File: src/rtl/ats21_pkg.sv
// ATS21 host-command receiver: shared types and constants.
// TIMEOUT applies only when ATS21_RX_TIMEOUT_EN is defined.
package ats21_pkg;

  localparam int TIMEOUT = 16;

  typedef enum logic [2:0] {
    OP_NOP    = 3'b000,
    OP_SETCLK = 3'b001,
    OP_BCEN   = 3'b010,
    OP_MODE   = 3'b011,
    OP_RSVD   = 3'b100,
    OP_ALARM  = 3'b101,
    OP_CNTDN  = 3'b110,
    OP_ATEN   = 3'b111
  } op_e;

  typedef enum logic [1:0] {
    ST_OK  = 2'b00,
    ST_ACC = 2'b01,
    ST_ILL = 2'b10,
    ST_ERR = 2'b11
  } stat_e;

  typedef enum logic [1:0] {
    S_IDLE,
    S_BEAT2,
    S_DISP_A,
    S_DISP_B
  } rx_state_t;

  typedef struct packed {
    op_e         op;
    logic [3:0]  clk_id;
    logic [4:0]  at_id;
    logic [1:0]  rate;
    logic        flag;
    logic [3:0]  perm;
    logic [15:0] data;
  } ats21_cmd_t;

  // Protocol error outranks illegal opcode, which outranks acceptance.
  function automatic stat_e classify(
    input logic proto,
    input logic ill,
    input logic any_q
  );
    stat_e s;
    if (proto)      s = ST_ERR;
    else if (ill)   s = ST_ILL;
    else if (any_q) s = ST_ACC;
    else            s = ST_OK;
    return s;
  endfunction

endpackage

File: src/rtl/ats21_cmd_decode.sv
// ATS21 instruction decoder: {hi,lo} word pair to command fields.
// Purely combinational; one instance per client.
import ats21_pkg::*;

module ats21_cmd_decode (
  input  logic [15:0] hi,
  input  logic [15:0] lo,
  output ats21_cmd_t  cmd,
  output logic        legal,
  output logic        nop
);

  logic unused_bits;
  assign unused_bits = ^hi[5:4];

  always_comb begin
    cmd    = '0;
    cmd.op = op_e'(hi[15:13]);
    unique case (cmd.op)
      OP_SETCLK: begin
        cmd.clk_id = hi[12:9];
        cmd.rate   = hi[7:6];
      end
      OP_BCEN: begin
        cmd.clk_id = hi[12:9];
        cmd.flag   = hi[7];
      end
      OP_MODE: begin
        cmd.flag = hi[12];
        cmd.perm = hi[11:8];
      end
      OP_ALARM: begin
        cmd.at_id  = hi[12:8];
        cmd.flag   = hi[7];
        cmd.clk_id = hi[3:0];
        cmd.data   = lo;
      end
      OP_CNTDN: begin
        cmd.at_id  = hi[12:8];
        cmd.clk_id = hi[3:0];
        cmd.data   = lo;
      end
      OP_ATEN: begin
        cmd.at_id = hi[12:8];
        cmd.flag  = hi[7];
      end
      default: ;
    endcase
  end

  assign legal = (cmd.op != OP_RSVD);
  assign nop   = (cmd.op == OP_NOP);

endmodule

File: src/rtl/ats21_cmd_rx.sv
// ATS21 host-command receiver: 2-beat capture, A-then-B dispatch.
// Define ATS21_RX_TIMEOUT_EN to drop commands stalled for TIMEOUT cycles.
import ats21_pkg::*;

module ats21_cmd_rx (
  input  logic        clk,
  input  logic        reset,
  input  logic        req,
  input  logic [15:0] ctrlA,
  input  logic [15:0] ctrlB,
  output logic        ready,
  output logic [1:0]  stat,
  output logic        cmd_valid,
  input  logic        cmd_ready,
  output logic        cmd_client,
  output logic [2:0]  cmd_op,
  output logic [3:0]  cmd_clk_id,
  output logic [4:0]  cmd_at_id,
  output logic [1:0]  cmd_rate,
  output logic        cmd_flag,
  output logic [3:0]  cmd_perm,
  output logic [15:0] cmd_data
);

  rx_state_t  state;
  stat_e      stat_q;
  ats21_cmd_t cmd_q;

  logic [15:0] hi_a_q;
  logic [15:0] hi_b_q;
  logic [15:0] lo_a_q;
  logic [15:0] lo_b_q;
  logic [15:0] lo_a;
  logic [15:0] lo_b;
  logic        q_b;

  ats21_cmd_t dec_a;
  ats21_cmd_t dec_b;
  logic       legal_a;
  logic       legal_b;
  logic       nop_a;
  logic       nop_b;
  logic       want_a;
  logic       want_b;
  logic       expire;
  logic       adv;

  // Low words are consumed live in BEAT2 so A can be presented next cycle.
  assign lo_a = (state == S_BEAT2) ? ctrlA : lo_a_q;
  assign lo_b = (state == S_BEAT2) ? ctrlB : lo_b_q;

  ats21_cmd_decode u_dec_a (
    .hi    (hi_a_q),
    .lo    (lo_a),
    .cmd   (dec_a),
    .legal (legal_a),
    .nop   (nop_a)
  );

  ats21_cmd_decode u_dec_b (
    .hi    (hi_b_q),
    .lo    (lo_b),
    .cmd   (dec_b),
    .legal (legal_b),
    .nop   (nop_b)
  );

  assign want_a = legal_a && !nop_a;
  assign want_b = legal_b && !nop_b;

`ifdef ATS21_RX_TIMEOUT_EN
  logic [7:0] wait_cnt;

  assign expire = cmd_valid && !cmd_ready &&
                  (wait_cnt == 8'(TIMEOUT - 1));

  always_ff @(posedge clk) begin
    if (reset) begin
      wait_cnt <= '0;
    end else if (adv || !cmd_valid) begin
      wait_cnt <= '0;
    end else if (!cmd_ready) begin
      wait_cnt <= wait_cnt + 8'd1;
    end
  end
`else
  assign expire = 1'b0;
`endif

  assign adv = !cmd_valid || cmd_ready || expire;

  always_ff @(posedge clk) begin
    if (reset) begin
      state      <= S_IDLE;
      ready      <= 1'b1;
      stat_q     <= ST_OK;
      cmd_valid  <= 1'b0;
      cmd_client <= 1'b0;
      cmd_q      <= '0;
      hi_a_q     <= '0;
      hi_b_q     <= '0;
      lo_a_q     <= '0;
      lo_b_q     <= '0;
      q_b        <= 1'b0;
    end else begin
      unique case (state)
        S_IDLE: begin
          if (req) begin
            hi_a_q <= ctrlA;
            hi_b_q <= ctrlB;
            ready  <= 1'b0;
            stat_q <= ST_OK;
            state  <= S_BEAT2;
          end
        end
        S_BEAT2: begin
          lo_a_q     <= ctrlA;
          lo_b_q     <= ctrlB;
          q_b        <= want_b;
          stat_q     <= classify(req, !legal_a || !legal_b,
                                 want_a || want_b);
          cmd_valid  <= want_a;
          cmd_client <= 1'b0;
          cmd_q      <= want_a ? dec_a : '0;
          state      <= S_DISP_A;
        end
        S_DISP_A: begin
          if (req || expire) stat_q <= ST_ERR;
          if (adv) begin
            cmd_valid  <= q_b;
            cmd_client <= q_b;
            cmd_q      <= q_b ? dec_b : '0;
            state      <= S_DISP_B;
          end
        end
        S_DISP_B: begin
          if (req || expire) stat_q <= ST_ERR;
          if (adv) begin
            cmd_valid  <= 1'b0;
            cmd_client <= 1'b0;
            cmd_q      <= '0;
            q_b        <= 1'b0;
            ready      <= 1'b1;
            state      <= S_IDLE;
          end
        end
        default: state <= S_IDLE;
      endcase
    end
  end

  assign stat       = stat_q;
  assign cmd_op     = cmd_q.op;
  assign cmd_clk_id = cmd_q.clk_id;
  assign cmd_at_id  = cmd_q.at_id;
  assign cmd_rate   = cmd_q.rate;
  assign cmd_flag   = cmd_q.flag;
  assign cmd_perm   = cmd_q.perm;
  assign cmd_data   = cmd_q.data;

endmodule

File: config.mk
export PLATFORM = sky130hd
export DESIGN_NAME = ats21_cmd_rx
export DESIGN_NICKNAME = d
export VERILOG_FILES = /design/src/rtl/ats21_pkg.sv /design/src/rtl/ats21_cmd_decode.sv /design/src/rtl/ats21_cmd_rx.sv
export SDC_FILE = /design/constraint.sdc
export NUM_CORES = 1
export LEC_CHECK = 0
export BUFFER_PORTS_ARGS = -buffer_cell sky130_fd_sc_hd__buf_2
export CAP_MARGIN = 25
export CORE_ASPECT_RATIO = 1.4
export CORE_MARGIN = 3
export CORE_UTILIZATION = 25
export DETAILED_ROUTE_END_ITERATION = 16
export PLACE_DENSITY_LB_ADDON = 0.08
export REMOVE_ABC_BUFFERS = 1
export SLEW_MARGIN = 20
export SYNTH_ARGS = -nofsm -noshare
export SYNTH_HDL_FRONTEND = slang
export SYNTH_HIERARCHICAL = 1
export SYNTH_SLANG_ARGS = --single-unit
File: constraint.sdc
create_clock -name clk -period 4.15 [get_ports clk]
set_input_delay 0.415 -clock clk [delete_from_list [all_inputs] [get_ports clk]]
set_output_delay 0.415 -clock clk [all_outputs]
set_load 0.03 [all_outputs]
---- Yosys cells after proc, flatten, opt, wreduce, memory -nomap -nowiden ----
Index checks and enable logic that the tools add are counted.
W data, S select, Z words.
word-level totals
  latch bits .............................. 0
  memory bits (writable) .................. 0
  flip-flop bits (word level) ............. 91
  bits in read-only memories .............. 0
  output and inout bits ................... 40
  memories kept ........................... 0
cells by class
  bitwise gates (word level) .............. 0
  equal/unequal tests ..................... 21
  divide/modulo/power cells ............... 0
  reductions and logical operators ........ 31
  shifts and indexed selects .............. 0
  $lt $le $gt $ge ......................... 0
  multiply operators ...................... 0
  add/sub/neg operators ................... 0
  multiplexer cells ....................... 35
operators by type and width
  kind                  count
  $mux W35              4
  $pmux W35 S3          1
  $mux W16              2
  $eq A3 B3 Y1 const B  6
  $mux W2               9
  $pmux W4 S2           2
  $eq A3 B2 Y1 const B  4
  $reduce_or A3 Y1      4
  $mux W5               2
  $reduce_or A2 Y1      5
  $reduce_and A3 Y1     3
  $mux W4               2
  $pmux W1 S2           4
  $pmux W2 S4           1
  $eq A3 B1 Y1 const B  2
  $logic_not A3 Y1      2
  $ne A2 B2 Y1 const B  3
  $ne A3 B3 Y1 const B  2
  $pmux W1 S3           2
  $pmux W2 S3           1
  $reduce_and A2 Y1     3
  $logic_not A1 Y1      5
  $mux W1               5
  $eq A2 B2 Y1 const B  2
  7 further kinds       11

---- Longest topological paths before layout ----
Gate-level depths: netlist (run 1).
  depth after elaboration ................. 8
  depth in mapped cells ................... 8
  mapped depth without buffers ............ 6

---- Hierarchy ----
The synthesis (run 1) kept the hierarchy.
by module, submodules not included
  module            cells each  area an instance (sq um)  times used
  ats21_cmd_rx      456         4571.9                    1
  ats21_cmd_decode  57          436.7                     2

---- Least setup slack after synthesis (run 1) ----
No wires, ideal clock.
  path kind ............................... reg2reg
  start point ............................. register state[1]
  end point ............................... register cmd_q (netlist bit cmd_data[4])
  setup time .............................. 0.141 ns
  stages on the path, launching flop included .. 9
  arrival ................................. 1.766 ns
  setup slack ............................. 2.243 ns
  period minus slack after synthesis ...... 1.907 ns
  path buffers ............................ 2
  required time ........................... 4.009 ns
  cells stage by stage .................... dfxtp_1 inv_1 ha_1 buf_2 buf_2 mux2_2 and3b_1 a221oi_1 nor3_1
on the way
  word-level cells in the longest chain between the ends .. 3
  elaborated cells between the ends (all ways) .. 8
  those cells by class .................... eq/ne: 5; mux: 1; reduce/logical: 2
ends and longest elaborated chain
  item                                                          RTL line                                                     RTL
  start: declaration                                            ats21_cmd_rx.sv:25                                           rx_state_t state;
  start signal: assignment                                      ats21_cmd_rx.sv:94                                           state <= S_IDLE;
  start signal: assignment                                      ats21_cmd_rx.sv:113                                          state <= S_BEAT2;
  start signal: assignment                                      ats21_cmd_rx.sv:125                                          state <= S_DISP_A;
  $eq A2 B2 Y1 or $eq A2 B1 Y1 (tied branches)                  ats21_cmd_rx.sv:106, ats21_cmd_rx.sv:49, ats21_cmd_rx.sv:50
  $ne A2 B2 Y1 (no line) or $reduce_bool A3 Y1 (tied branches)  --
  $reduce_and A3 Y1 (no line)                                   --
  end signal: assignment                                        ats21_cmd_rx.sv:124                                          cmd_q <= want_a ? dec_a : '0;
  end signal: assignment                                        ats21_cmd_rx.sv:132                                          cmd_q <= q_b ? dec_b : '0;
  end: declaration                                              ats21_cmd_rx.sv:27                                           ats21_cmd_t cmd_q;
Several ways; a longest one is shown, not always the timed one.
A chain may end at the register's enable or synchronous reset.

---- Worst setup path after layout (run 1) ----
  start point ............................. register state[1]
  end point ............................... register cmd_q (netlist bit cmd_data[1])
The elaborated chain is that of the path after synthesis.

==> run metrics, run 1 <==
core area 20700 um^2; TritonCTS clock tree built; Fmax 404 MHz; Reg2Reg Setup Slack 1.68 ns; R2R Path Start state[1]; Remaining Overflow, GRT 0; required time of the critical path 4.33 ns; Die Y 179 um; Sw Share 0.452; ANT cells 0; Startpoint Class flip-flop; status finished clean; largest vdd supply drop 0.329 mV; Mapped Avg Cell Area 9.59 um^2; row count 62; Flop pwr share 0.308; worst skew pair latency 0.35 ns; Post-route DRC 0; # H-tree levels 3; vias in the first global route 4105; Rel. slew slack 0.336; Slowest-stage cell, CP ha_2; RSZ-0062 raised after global routing no; CTS buffer count 9; Final ANT Viol Nets 0; initial antenna violation count 0; delay-heaviest family, CP adder cells; fraction of layout cells with a size suffix above 1 0.335; critical path class flip-flop to flip-flop; WP data arrival 2.65 ns; Pwr Density 824 nW/um^2; Worst Reg2Reg Path Length in Cells 6; Min-Delay Endpoint hi_a_q[9]; final setup TNS 0 ns; clock root cell clkbuf_16; clock share of power 0.179; I/O Buffers 75; most used routing layer met2; area grow syn2layout 13.3%; die width 129 um; Worst-path clk slew 0.08 ns; Critical Path Fanout Max 36; Max Root-Sink Buffers 2; Worst Hold Class primary input to flip-flop; CTS Hold Bufs 0; GRT Resource Usage Total 0.137; die area 23100 um^2; global-route wire length before repair 24100 um; Vias/cell 4.73; Buf+Inv Stages, Crit Path 1; synth warn 6; 1st-iter DRT viols 228; critical-path cell list inv_1 -> ha_2 -> mux2_2 -> and3b_1 -> a221oi_1 -> nor3_1; Hold Crit Start ctrlA[9]; Starting Density 0.257; synthesized cell area 5320 um^2; gpl congestion 0.701; total power 0.00496 W; DRT Pass-1 Iters 6; Slew Viols, Final 0; Cell Int Power 0.00272 W; largest net degree at the start of global routing 76; # Max-Cap Violations 0; Leak Pwr 2.55 nW; wire per inst 18.1 um; HPWL Detailed 9600 um; vias 4036; element type at the critical path end flip-flop; r2r endpoint cmd_data[1]; hold path depth 3; Min Clock Period, post-route 2.47 ns; final WL 15500 um; Synth Instances 554; clock sink total 103; fin crit share 0.596; nets 632; worst-margin pin slew 0.996 ns; Logic pwr share 0.513; Post-CTS Resized 0; switching pwr 0.00224 W; post-CTS setup buffer count 0; GR met2 Demand/Resource 0.234; clk_skew 0.0122 ns; grt met1 use 0.179; Hold Fails Final Rpt 0; Final setup violation count 0; Worst path max stage delay 0.84 ns; GR met3 Demand/Resource 0.0180; I/O pin cnt 76
==> cell type report <==
class / instances / area [um^2]
fillers: 2218 / 14700
multi-input cells: 391 / 2880
flip-flops and latches: 103 / 2060
repair buffers: 85 / 453
well taps: 256 / 320
clock buffers: 12 / 246
clock inverters: 4 / 53.8
inverters: 2 / 7.51
==> metal layers <==
metal | part of all wire | up-vias | wire [um]
met5 | 0 | - | 0
met3 | 0.028 | 9 | 434
met1 | 0.47 | 1972 | 7220
met4 | 0.010 | 0 | 159
met2 | 0.49 | 64 | 7650
li1 | - | 1991 | -
==> tightest hold or removal path, delay by kind of cell <==
| kind | cells | cell delay, ns |
|---|---|---|
| buffers and inverters | 1 | 0.11 |
| and+or+nand+nor | 1 | 0.05 |
| AOI/OAI and AO/OA | 1 | 0.05 |
==> power groups by stage <==
stage / registers, W / logic (W) / clock network, W
floorplan: 0.00189 / 0.00145 / 0
global placement: 0.00155 / 0.00257 / 0
detailed placement: 0.00156 / 0.00259 / 0
CTS: 0.00154 / 0.00260 / 0.000925
global route: 0.00158 / 0.00279 / 0.000954
finish: 0.00153 / 0.00255 / 0.000885
==> registers in the layout, indices dropped and copies added (netlist names) <==
signal and count:
cmd_clk_id 4, cmd_perm 4, q_b 1, ready 1, cmd_op 3, cmd_valid 1
cmd_client 1, lo_b_q 16, cmd_rate 2, stat 2, cmd_at_id 5, hi_a_q 14
lo_a_q 16, cmd_flag 1, hi_b_q 14, state 2, cmd_data 16
==> placed cells by master, fill, tap and decap left out, types with 2 or more instances in the layout <==
| master | count |
|---|---|
| dfxtp_1 | 103 |
| buf_2 | 74 |
| nand2_1 | 66 |
| nor2_1 | 52 |
| a21oi_1 | 33 |
| nor2b_1 | 33 |
| mux2_2 | 32 |
| and3b_1 | 32 |
| a221oi_2 | 29 |
| nor3_2 | 29 |
| and2_1 | 19 |
| nor3_1 | 15 |
| mux2i_1 | 12 |
| buf_4 | 11 |
| clkbuf_16 | 9 |
| a221oi_1 | 6 |
| o21ai_0 | 5 |
| a211oi_1 | 3 |
| o21a_1 | 3 |
| ha_1 | 3 |
| inv_1 | 2 |
| nand2b_1 | 2 |
| clkbuf_1 | 2 |
| clkinvlp_4 | 2 |
| xnor2_4 | 2 |
| or2b_1 | 2 |
| nand3_1 | 2 |
| and3b_2 | 2 |
==> worst max-delay path by stage <==
| stage | start | to | slack (ns) | cells after the start |
|---|---|---|---|---|
| after floorplan | hi_a_q[15] | cmd_clk_id[1] | 1.00 | 4 |
| after global placement | state[1] | cmd_data[1] | 1.69 | 6 |
| after detailed placement | state[1] | cmd_data[4] | 1.65 | 6 |
| after CTS | state[1] | cmd_data[1] | 1.64 | 6 |
| after global routing | state[1] | cmd_data[3] | 1.51 | 6 |
| final | state[1] | cmd_data[1] | 1.68 | 6 |
==> metrics by stage <==
stage / instances / hold slack (ns) / setup WS [ns] / utilization / area, um^2
2_1_floorplan: 496 / 0.430 / 1.00 / - / 4930
3_3_place_gp: 837 / 0.444 / 1.69 / 0.276 / 5720
3_5_place_dp: 837 / 0.451 / 1.65 / 0.276 / 5720
4_1_cts: 853 / 0.307 / 1.64 / 0.291 / 6020
5_1_grt: 853 / 0.320 / 1.51 / 0.291 / 6020
6_report: 853 / 0.314 / 1.68 / 0.291 / 6020
Power figures use the tool's default switching activity.
==> run 2: changes to the inputs <==
Settings changed: ABC_AREA set to 1.
Clock period 4.15 ns to 2.5 ns, I/O delays scaled along.
==> run metrics, run 2 <==
Post-CTS Resized 0 (unchanged); Finished Layout Cells 1025 (+20%); commonest non-fill, non-tap cell in the layout nand2_1; post-CTS setup buffer count 0 (unchanged); fin area 5810 um^2 (-3.6%); clock root cell clkbuf_16; largest vdd supply drop 0.385 mV (+17%); critical path class flip-flop to flip-flop; vias 4839 (+20%); Fmax 505 MHz (+25%); area grow syn2layout 15.3%; Leak Pwr 2.48 nW (-2.9%); Final ANT Viol Nets 0 (unchanged); nets 812 (+28%); # Max-Cap Violations 0 (unchanged); largest net degree at the start of global routing 38 (-50%); Cell Int Power 0.00398 W (+47%); Reg2Reg Setup Slack 0.52 ns (-1.16 ns); Starting Density 0.258 (+0.00133); element type at the critical path end flip-flop; CTS buffer count 9 (unchanged); Mapped Avg Cell Area 6.95 um^2 (-28%); Critical Path Fanout Max 11 (-69%); DRT Pass-1 Iters 4 (-2); status finished clean; Min-Delay Endpoint lo_a_q[5]; row count 60 (-3.2%); RSZ-0062 raised after global routing no; hold path depth 3 (unchanged); die width 126 um (-2.5%); final setup TNS 0 ns (unchanged); TritonCTS clock tree built; initial antenna violation count 0 (unchanged); synth warn 6 (unchanged); final WL 16500 um (+6.8%); # H-tree levels 3 (unchanged); Hold Fails Final Rpt 0 (unchanged); CTS Hold Bufs 0 (unchanged); Startpoint Class flip-flop; Placed Instances 1008 (+20%); core area 19500 um^2 (-5.8%); Flop pwr share 0.328 (+0.020); Logic pwr share 0.502 (-0.011); worst skew pair latency 0.35 ns (about the same); placed inst area 5530 um^2 (-3.3%); Synth Instances 724 (+31%); clock share of power 0.170 (-0.009); ANT cells 0 (unchanged); Final setup violation count 0 (unchanged); Max Root-Sink Buffers 2 (unchanged); Pwr Density 1350 nW/um^2 (+64%); HPWL Detailed 10700 um (+11%); Post-route DRC 0 (unchanged); die area 21900 um^2 (-5.1%); WP data arrival 2.27 ns (-0.38 ns); Worst Reg2Reg Path Length in Cells 7 (+1); Hold Crit Start ctrlA[5]; worst-margin pin slew 0.671 ns (-0.325 ns); 1st-iter DRT viols 276 (+21%); I/O pin cnt 76 (unchanged); R2R Path Start state[0]; wire per inst 16.1 um (-11%); Slew Viols, Final 0 (unchanged); switching pwr 0.00385 W (+72%); Vias/cell 4.72 (-0.22%); vias in the first global route 4571 (+11%); I/O Buffers 75 (unchanged); Worst Slack Setup Final 0.518 ns (-1.16 ns); fraction of layout cells with a size suffix above 1 0.181 (-0.154); fin util 0.298 (+0.00681); most frequent cells in the layout nand2_1 (127), a21oi_1 (109), dfxtp_1 (103); Sw Share 0.491 (+0.0392); clock sink total 103 (unchanged); r2r endpoint stat[0]; gpl congestion 0.783 (+12%); Rel. slew slack 0.552 (+0.216); Worst-path clk slew 0.07 ns (about the same); required time of the critical path 2.78 ns (-1.55 ns); synthesized cell area 5030 um^2 (-5.3%); Remaining Overflow, GRT 0 (unchanged); clk_skew 0.0104 ns (-0.00183 ns); global-route wire length before repair 26200 um (+8.6%); pre-CTS setup slack 0.575 ns (-1.08 ns); Worst Hold Class primary input to flip-flop; Min Clock Period, post-route 1.98 ns (-0.490 ns); Die Y 174 um (-2.6%); GRT Resource Usage Total 0.151 (+0.0141); fin crit share 0.793 (+0.197)
==> run 2: cell types whose count changed in the layout (fill, tap and decap cells not counted), moves of 20 or more <==
cell      before  now
inv_1          2   59
o21ai_0        5   42
nand2_1       66  127
a221oi_2      29    0
nand3_1        2   42
nor3_2        29    0
nor2_2         0   20
a21oi_1       33  109
nor2b_1       33    0
mux2_2        32    0
o21ai_1        0   26
nor2_1        52   97
and3b_1       32    0
==> run 2: worst max-delay path by stage <==
stage,slack (ns),cells after the start,end,from
CTS,0.55,6,state[0],state[0]
global placement,0.65,7,stat[0],state[0]
detailed placement,0.58,6,state[0],state[0]
finish,0.52,7,stat[0],state[0]
floorplan,0.17,9,cmd_data[5],state[1]
global route,0.31,6,state[0],state[0]
==> run 2: critical path, cell delays in order, from the launching register on <==
cell and delay (ns):
dfxtp_1 0.39, inv_1 0.10, ha_1 0.24, nor2_2 0.50
o21ai_0 0.28, nor2_1 0.20, nand2_1 0.08, a21oi_1 0.11
==> run 2: metal layers <==
| metal | part of all wire | wire length, um | vias to the layer above | track usage |
|---|---|---|---|---|
| met1 | 0.46 | 7660 | 2264 | 0.199 |
| met5 | 0 | 0 | - | 0 |
| li1 | - | - | 2441 | - |
| met3 | 0.044 | 731 | 20 | 0.0249 |
| met4 | 0.017 | 283 | 0 | 0.0550 |
| met2 | 0.47 | 7830 | 114 | 0.247 |
==> run 2: stage by stage <==
step / hold WS, ns / total power, W
after floorplan: 0.319 / 0.00511
after global placement: 0.454 / 0.00649
after detailed placement: 0.460 / 0.00653
after CTS: 0.143 / 0.00790
after global routing: 0.165 / 0.00845
final: 0.159 / 0.00783
==> run 2: layout make-up <==
cell class	instances	area [um^2]
Clock buffer	12	236
Timing Repair Buffer	89	526
Clock inverter	4	22.5
Fill cell	2188	13700
Sequential cell	103	2060
Tap cell	248	310
Multi-Input combinational cell	505	2410
Inverter	64	243
==> run 2: power by group through the flow <==
stage	sequential [W]	clock, W	combinational, W
4_1_cts	0.00258	0.00139	0.00394
2_1_floorplan	0.00309	0	0.00203
6_report	0.00257	0.00133	0.00393
5_1_grt	0.00264	0.00143	0.00437
3_5_place_dp	0.00261	0	0.00392
3_3_place_gp	0.00261	0	0.00389
==> run 3: changes to the inputs <==
Settings changed: ABC_AREA 1 to 0.
Clock period 2.5 ns to 1.9 ns, I/O delays scaled along.
==> run metrics, run 3 (synthesis results as in run 1) <==
status finished clean; Vias/cell 4.72 (about the same); # H-tree levels 3 (unchanged); initial antenna violation count 0 (unchanged); commonest non-fill, non-tap cell in the layout dfxtp_1; Starting Density 0.257 (-0.00133); ANT cells 0 (unchanged); Die Y 179 um (+2.7%); Remaining Overflow, GRT 0 (unchanged); element type at the critical path end flip-flop; Rel. slew slack 0.457 (-0.0945); largest net degree at the start of global routing 39 (+2.6%); worst-margin pin slew 0.810 ns (+0.139 ns); gpl congestion 0.726 (-7.3%); vias in the first global route 4271 (-6.6%); Hold Fails Final Rpt 0 (unchanged); wire per inst 18.5 um (+15%); Worst-path clk slew 0.07 ns (about the same); I/O Buffers 75 (unchanged); final WL 16200 um (-2.1%); R2R Path Start hi_a_q[14]; # Max-Cap Violations 0 (unchanged); Slew Viols, Final 0 (unchanged); largest vdd supply drop 0.563 mV (+46%); CTS buffer count 9 (unchanged); Leak Pwr 2.73 nW (+10%); die width 129 um (+2.6%); pre-CTS setup slack 0.0265 ns (-0.549 ns); Worst Reg2Reg Path Length in Cells 4 (-3); most frequent cells in the layout dfxtp_1 (100), buf_2 (74), nand2_1 (66); Post-route DRC 0 (unchanged); total power 0.0116 W (+49%); Reg2Reg Setup Slack 0.08 ns (-0.44 ns); CTS Hold Bufs 0 (unchanged); area grow syn2layout 20.4%; Hold Crit Start ctrlB[3]; fin area 6400 um^2 (+10%); fraction of layout cells with a size suffix above 1 0.367 (+0.186); 1st-iter DRT viols 159 (-42%); final setup TNS 0 ns (unchanged); global-route wire length before repair 24700 um (-5.6%); Critical Path Fanout Max 10 (-1); clock root cell clkbuf_16; core area 20700 um^2 (+6.1%); placed inst area 5990 um^2 (+8.2%); Worst Slack Setup Final 0.0760 ns (-0.442 ns); r2r endpoint cmd_data[8]; WP data arrival 2.06 ns (-0.21 ns); Startpoint Class flip-flop; Pwr Density 1820 nW/um^2 (+35%); worst skew pair latency 0.35 ns (about the same); clock sink total 103 (unchanged); nets 653 (-20%); GRT Resource Usage Total 0.141 (-0.00979); row count 62 (+3.3%); I/O pin cnt 76 (unchanged); Final setup violation count 0 (unchanged); required time of the critical path 2.14 ns (-0.64 ns); TritonCTS clock tree built; Fmax 548 MHz (+8.7%); Max Root-Sink Buffers 2 (unchanged); die area 23100 um^2 (+5.3%); vias 4123 (-15%); Min-Delay Endpoint hi_b_q[3]; clk_skew 0.00508 ns (-0.00529 ns); Final ANT Viol Nets 0 (unchanged); fin crit share 0.960 (+0.167); DRT Pass-1 Iters 4 (unchanged); Worst Hold Class primary input to flip-flop; HPWL Detailed 10400 um (-2.0%); critical path class flip-flop to flip-flop; hold path depth 3 (unchanged); Min Clock Period, post-route 1.82 ns (-0.158 ns)
-- run 3: per-stage QoR --
| step | hold slack (ns) | utilization | cells |
|---|---|---|---|
| 6_report | 0.0948 | 0.309 | 874 |
| 5_1_grt | 0.0923 | 0.309 | 874 |
| 4_1_cts | 0.0786 | 0.304 | 870 |
| 3_5_place_dp | 0.448 | 0.289 | 854 |
| 3_3_place_gp | 0.444 | 0.289 | 854 |
| 2_1_floorplan | 0.259 | - | 496 |
-- run 3: what timing repair did --
item                                    4_1_cts  5_1_grt
endpoints found under the setup margin        0       25
gates resized for setup                       0       10
endpoints found under the hold margin         0        0
buffers inserted                              0        2
-- run 3: cell type report --
cell class              count  area (um^2)
fillers                  2212        14300
multi-input cells         392         2920
flip-flops and latches    103         2070
repair buffers            105          771
well taps                 256          320
clock buffers              11          233
clock inverters             5         82.6
inverters                   2         7.51
-- run 3: how the worst max path moves through the flow --
stage	start	end	slack, ns	depth (start not counted)
6_report	hi_a_q[14]	cmd_data[8]	0.08	4
5_1_grt	state[0]	cmd_data[4]	-0.009	7
4_1_cts	state[0]	cmd_data[4]	0.005	6
3_3_place_gp	hi_a_q[14]	cmd_data[8]	0.06	4
3_5_place_dp	state[0]	cmd_data[4]	0.03	6
2_1_floorplan	hi_a_q[15]	cmd_clk_id[1]	-1.25	4
-- run 3: report_power, final --
group | leakage (nW) | internal (W) | switching (W)
Combinational | 1.73 | 0.00249 | 0.00386
Clock | 0.154 | 0.00116 | 0.000867
Sequential | 0.846 | 0.00288 | 0.000383
-- run 3: worst max-delay path: stages, from the launching register on --
cell and delay [ns]:
dfxtp_2 0.39, xnor2_2 0.68, and3b_1 0.27, a221oi_2 0.30
nor3_2 0.07
-- run 3: layer usage --
layer,routed length (um),global-route usage
met5,0,0
met2,7940,0.244
met1,7500,0.179
met4,249,0.0429
met3,484,0.0207
